File: src/rtl/dmem_bus_ctrl_pkg.sv
// dmem_bus_ctrl_pkg: FSM state encodings and abort data for the data-memory bus controller
package dmem_bus_ctrl_pkg;
  typedef enum logic [1:0] {
    DMEM_IDLE = 2'd0,
    DMEM_BUSY = 2'd1,
    DMEM_DONE = 2'd2
  } dmem_state_e;
  localparam logic [31:0] DMEM_ERR_DATA = 32'hDEAD_BEEF;
endpackage

File: src/rtl/dmem_bus_ctrl_watchdog.sv
// dmem_watchdog: counts BUSY cycles without acknowledge and flags expiry
module dmem_watchdog #(
  parameter int TIMEOUT_CYCLES = 255,
  parameter int TO_W           = 8
) (
  input  logic clk,
  input  logic rst,
  input  logic clr,
  input  logic inc,
  output logic expired
);
  logic [TO_W-1:0] cnt_q;
  always_ff @(posedge clk or posedge rst)
    if (rst) cnt_q <= '0;
    else if (clr) cnt_q <= '0;
    else if (inc) cnt_q <= cnt_q + TO_W'(1);
  // expiry is the cycle whose increment would make the count reach the limit
  assign expired = inc && (cnt_q == TO_W'(TIMEOUT_CYCLES - 1));
endmodule

File: src/rtl/dmem_bus_ctrl.sv
// dmem_bus_ctrl: MEM-stage load/store to single-word cyc/stb/ack bus with pipeline stall.
// Optional bus timeout abort enabled by defining DMEM_TIMEOUT_EN.
module dmem_bus_ctrl
  import dmem_bus_ctrl_pkg::*;
#(
  parameter int TIMEOUT_CYCLES = 255,
  parameter int TO_W           = 8
) (
  input  logic        clk,
  input  logic        rst,
  input  logic        mem_valid,
  input  logic        ram_cs,
  input  logic        mem_ren,
  input  logic        mem_wen,
  input  logic [31:0] mem_addr,
  input  logic [31:0] mem_wdata,
  output logic [31:0] mem_rdata,
  output logic        ram_stall,
  output logic        bus_cyc,
  output logic        bus_stb,
  output logic        bus_we,
  output logic [31:0] bus_addr,
  output logic [31:0] bus_dout,
  input  logic [31:0] bus_din,
  input  logic        bus_ack,
  output logic        bus_err
);
  dmem_state_e state_q;
  logic        cyc_q, we_q, err_q, req, expired;
  logic [31:0] addr_q, dout_q, rdata_q;
  logic        unused_addr_lsb;
  if ((2 ** TO_W) <= TIMEOUT_CYCLES) begin : g_bad_to_w
    $error("TO_W too narrow for TIMEOUT_CYCLES");
  end
  assign unused_addr_lsb = ^mem_addr[1:0];
  assign req = mem_valid && ram_cs && (mem_ren || mem_wen);
`ifdef DMEM_TIMEOUT_EN
  dmem_watchdog #(.TIMEOUT_CYCLES(TIMEOUT_CYCLES), .TO_W(TO_W)) u_watchdog (
    .clk     (clk),
    .rst     (rst),
    .clr     (state_q == DMEM_IDLE && req),
    .inc     (state_q == DMEM_BUSY && !bus_ack),
    .expired (expired)
  );
`else
  assign expired = 1'b0;
`endif
  always_ff @(posedge clk or posedge rst)
    if (rst) begin
      state_q <= DMEM_IDLE;
      cyc_q   <= 1'b0;
      we_q    <= 1'b0;
      err_q   <= 1'b0;
      addr_q  <= '0;
      dout_q  <= '0;
      rdata_q <= '0;
    end else begin
      case (state_q)
        DMEM_IDLE: if (req) begin
          state_q <= DMEM_BUSY;
          cyc_q   <= 1'b1;
          we_q    <= mem_wen;
          addr_q  <= {mem_addr[31:2], 2'b00};
          dout_q  <= mem_wdata;
        end
        DMEM_BUSY: if (bus_ack || expired) begin
          state_q <= DMEM_DONE;
          cyc_q   <= 1'b0;
          we_q    <= 1'b0;
          err_q   <= !bus_ack;
          if (!we_q) rdata_q <= bus_ack ? bus_din : DMEM_ERR_DATA;
        end
        default: begin
          state_q <= DMEM_IDLE;
          err_q   <= 1'b0;
        end
      endcase
    end
  // stall rises combinationally with the request so the pipeline freezes that cycle
  assign ram_stall = !rst && (state_q == DMEM_BUSY || (state_q == DMEM_IDLE && req));
  assign bus_cyc   = cyc_q;
  assign bus_stb   = cyc_q;
  assign bus_we    = we_q;
  assign bus_addr  = addr_q;
  assign bus_dout  = dout_q;
  assign mem_rdata = rdata_q;
  assign bus_err   = err_q;
endmodule

File: config.mk
export PLATFORM = sky130hd
export DESIGN_NAME = dmem_bus_ctrl
export DESIGN_NICKNAME = d
export VERILOG_FILES = /design/src/rtl/dmem_bus_ctrl_pkg.sv /design/src/rtl/dmem_bus_ctrl_watchdog.sv /design/src/rtl/dmem_bus_ctrl.sv
export SDC_FILE = /design/constraint.sdc
export NUM_CORES = 1
export LEC_CHECK = 0
export CAP_MARGIN = 20
export CORE_AREA = 2 2 111 113
export CTS_CLUSTER_SIZE = 14
export DETAILED_ROUTE_END_ITERATION = 8
export DIE_AREA = 0 0 113 115
export GPL_TIMING_DRIVEN = 0
export PLACE_DENSITY = 0.68
export SLEW_MARGIN = 15
export SYNTH_ARGS = -nofsm -noshare
export SYNTH_HDL_FRONTEND = slang
export SYNTH_SLANG_ARGS = --single-unit
File: constraint.sdc
create_clock -name clk -period 5.1 [get_ports clk]
set_clock_uncertainty 0.1 [all_clocks]
set_input_delay 1.53 -clock clk [delete_from_list [all_inputs] [get_ports clk]]
set_output_delay 1.53 -clock clk [all_outputs]
set_load 0.01 [all_outputs]
==> metrics.yaml <==
setup_path:
  worst-path-buf-inv: 2
  cp.required_ns: 3.47
  worst_path_max_delay_cell: "clkdlybuf4s50_1"
  slowest_delay_ns: 0.56
  arrival_ns: 3.00
  startpoint_type: "input pin"
  end_kind: "primary output"
  timing_worst_setup_path_type: "in2out"
  critPathTopFamily: "buffers and inverters"
  path_cells: "clkdlybuf4s50_1 > o2111ai_1 > a21oi_1 > clkdlybuf4s50_1"
  crit_top_cell: "clkdlybuf4s50_1"
  cp_max_fo: 4
floorplanning:
  rows: 40
  io_pins: 204
  die_area_um2: 13000
  core_um2: 11800
  initial_core_util_pct: 34.4
  chipWidth_um: 113
  die_y_um: 115
routing:
  vias: 2576
  first_iter_violations: 143
  vias_per_cell: 4.38
  wl_per_cell_um: 15.7
  drc: 15
  dr.pass1.iters: 7
  drt_wl_total_mm: 9.24
  ant_nets: 0
place:
  place_area_um2: 6280
  gp_congestion: 0.749
  port_buffers: 199
  dp.final_hpwl_mm: 6.85
yosys:
  async_flop_share_pct: 100
  synth_top_area_cell: "dfrtp_1"
  syn-cell-area_um2: 4060
  synth_area_leaders: "dfrtp_1 61%, mux2_4 22%, mux2_2 8.9%"
  synth_seq_area_share_pct: 61.0
  synth_cell_types: 21
  synth_edf_count: 0
  synthFlopType: "dfrtp_1"
  yosysWarnings: 0
  yosys_register_bits: 99
  synthCells: 224
  synth_top_area_share_pct: 61.0
  syn_avg_cell_area_um2: 18.1
sta:
  fin_crit_ns: 4.63
  fmax_mhz: 216
  setup_tns_ns: 0
  setup_viol: 0
  hold_viol: 0
  rsz0062_at_grt: "false"
  fin_crit_sh_pct: 90.9
  slew_violations: 0
  hold-worst-slack_ns: 0.385
run_status:
  outcome: "complete, but fails checks"
  violations: "design-rule violations"
grt:
  track_usage_pct: 14.2
  grt_pass1_vias: 2828
  grt_start_max_net_pins: 80
  antenna_found_initial: 0
  grt_overflow_total: 0
  grt_pass1_wl_mm: 14.6
clocking:
  clk_path_buf_depth: 2
  clk_pin_slew_ns: 0.07
  numCtsBuffers: 9
  cts_hold_buf: 0
  cts_tree: "yes"
  cts.sinks: 99
  cts-htree-levels: 3
  cts_setup_buffers: 0
  postCtsResizedCells: 0
  clkLatencyLatePin_ns: 0.32
  root_buffer: "clkbuf_16"
cells_and_area:
  stdcell_area_um2: 6620
  final_nets: 539
  regArea_um2: 2480
  area_growth_syn_to_layout_pct: 62.8
  multi_input_area_um2: 1380
  fillers: 978
  drive_above_1_share_pct: 28.1
  antenna_cells: 0
power:
  p_per_area_nw_per_um2: 481
  leakagePower_nw: 2.84
  p_total_mw: 3.18
  ir_drop_mv: 0.173
min_path:
  hp-class: "reg2reg"
job:
  maxCapViolCount: 0
==> synthesized netlist by cell type, types with 2 or more instances <==
library cell,n
inv_1,4
buf_6,2
buf_4,3
mux2_4,60
buf_12,6
clkbuf_8,2
mux2_1,2
nand2_1,3
dfrtp_1,99
mux2_2,32
==> cell type report <==
type                            count  area share (%)
Sequential cell                    99            37.5
Timing Repair Buffer              200            30.5
Multi-Input combinational cell    109            20.9
Clock buffer                       13            4.09
Buffer                             13            2.91
Tap cell                          147            2.78
Clock inverter                      3            1.04
Inverter                            4           0.303
==> worst reg2reg max path, stage by stage, from the launching register on <==
cell,delay [ns]
dfrtp_1,0.41
nand3b_1,0.28
nor2_4,0.23
clkbuf_8,0.21
mux2_2,0.34
==> sequential cells by signal, indices dropped and copies added (netlist names) <==
name / count
bus_err: 1
bus_dout: 32
mem_rdata: 32
state_q: 2
bus_addr: 30
bus_we: 1
bus_cyc: 1
==> power breakdown <==
group | internal (mW) | leakage, nW | switching, mW
logic | 0.833 | 1.50 | 0.390
registers | 1.06 | 1.17 | 0.150
clock network | 0.471 | 0.166 | 0.277
==> per-layer routing <==
layer | vias up | global-route usage, % | routed length (um)
met5 | - | 0 | 0
met4 | 0 | 5.20 | 131
met3 | 12 | 3.22 | 700
met2 | 113 | 23.4 | 4530
met1 | 1249 | 18.5 | 3870
li1 | 1202 | - | -
==> logic make-up after synthesis <==
kind of cell	share of synthesized area [%]
buf+inv	5.11
compound gates	0.923
mux	31.8
flops	61.0
simple gates	1.08
other cells	0.0923
==> final timing paths <==
path	startpoint	to	slack, ns	depth (start not counted)
min in group asynchronous	rst	bus_dout[29]$_DFFE_PP0P_	1.44	2
max	mem_wen	ram_stall	0.47	4
min	mem_rdata[24]$_DFFE_PP0P_	mem_rdata[24]$_DFFE_PP0P_	0.38	1
min reg2reg	mem_rdata[24]$_DFFE_PP0P_	mem_rdata[24]$_DFFE_PP0P_	0.38	1
max in group asynchronous	rst	bus_dout[19]$_DFFE_PP0P_	2.83	3
max reg2reg	state_q[1]$_DFFE_PP0P_	mem_rdata[0]$_DFFE_PP0P_	3.41	4
==> through the flow <==
| stage | utilization, % | setup WS, ns | std cells |
|---|---|---|---|
| after floorplan | - | 0.880 | 225 |
| after global placement | 52.9 | -0.667 | 571 |
| after detailed placement | 53.1 | 0.439 | 572 |
| after CTS | 56.0 | 0.437 | 588 |
| after global routing | 56.0 | 0.390 | 588 |
| final | 56.0 | 0.466 | 588 |
==> cell usage in the layout, fill, tap and decap left out <==
cell             instances
o2111a_1                 1
a211oi_1                 1
buf_6                    2
dfrtp_1                 99
a21oi_1                  1
inv_1                    3
clkinv_4                 1
buf_16                   1
nor2_4                   1
mux2i_1                  1
nor2_2                   1
clkdlybuf4s50_1        199
clkbuf_16                9
o2111ai_1                1
clkbuf_1                 1
nand2_1                  3
mux2_2                  32
nand3b_1                 1
inv_6                    1
mux2_1                   2
clkbuf_8                 5
buf_12                   6
o21ai_0                  1
or2b_1                   1
conb_1                   2
mux2_4                  60
bufinv_16                2
buf_4                    3
(Power assumes the default switching activity.)
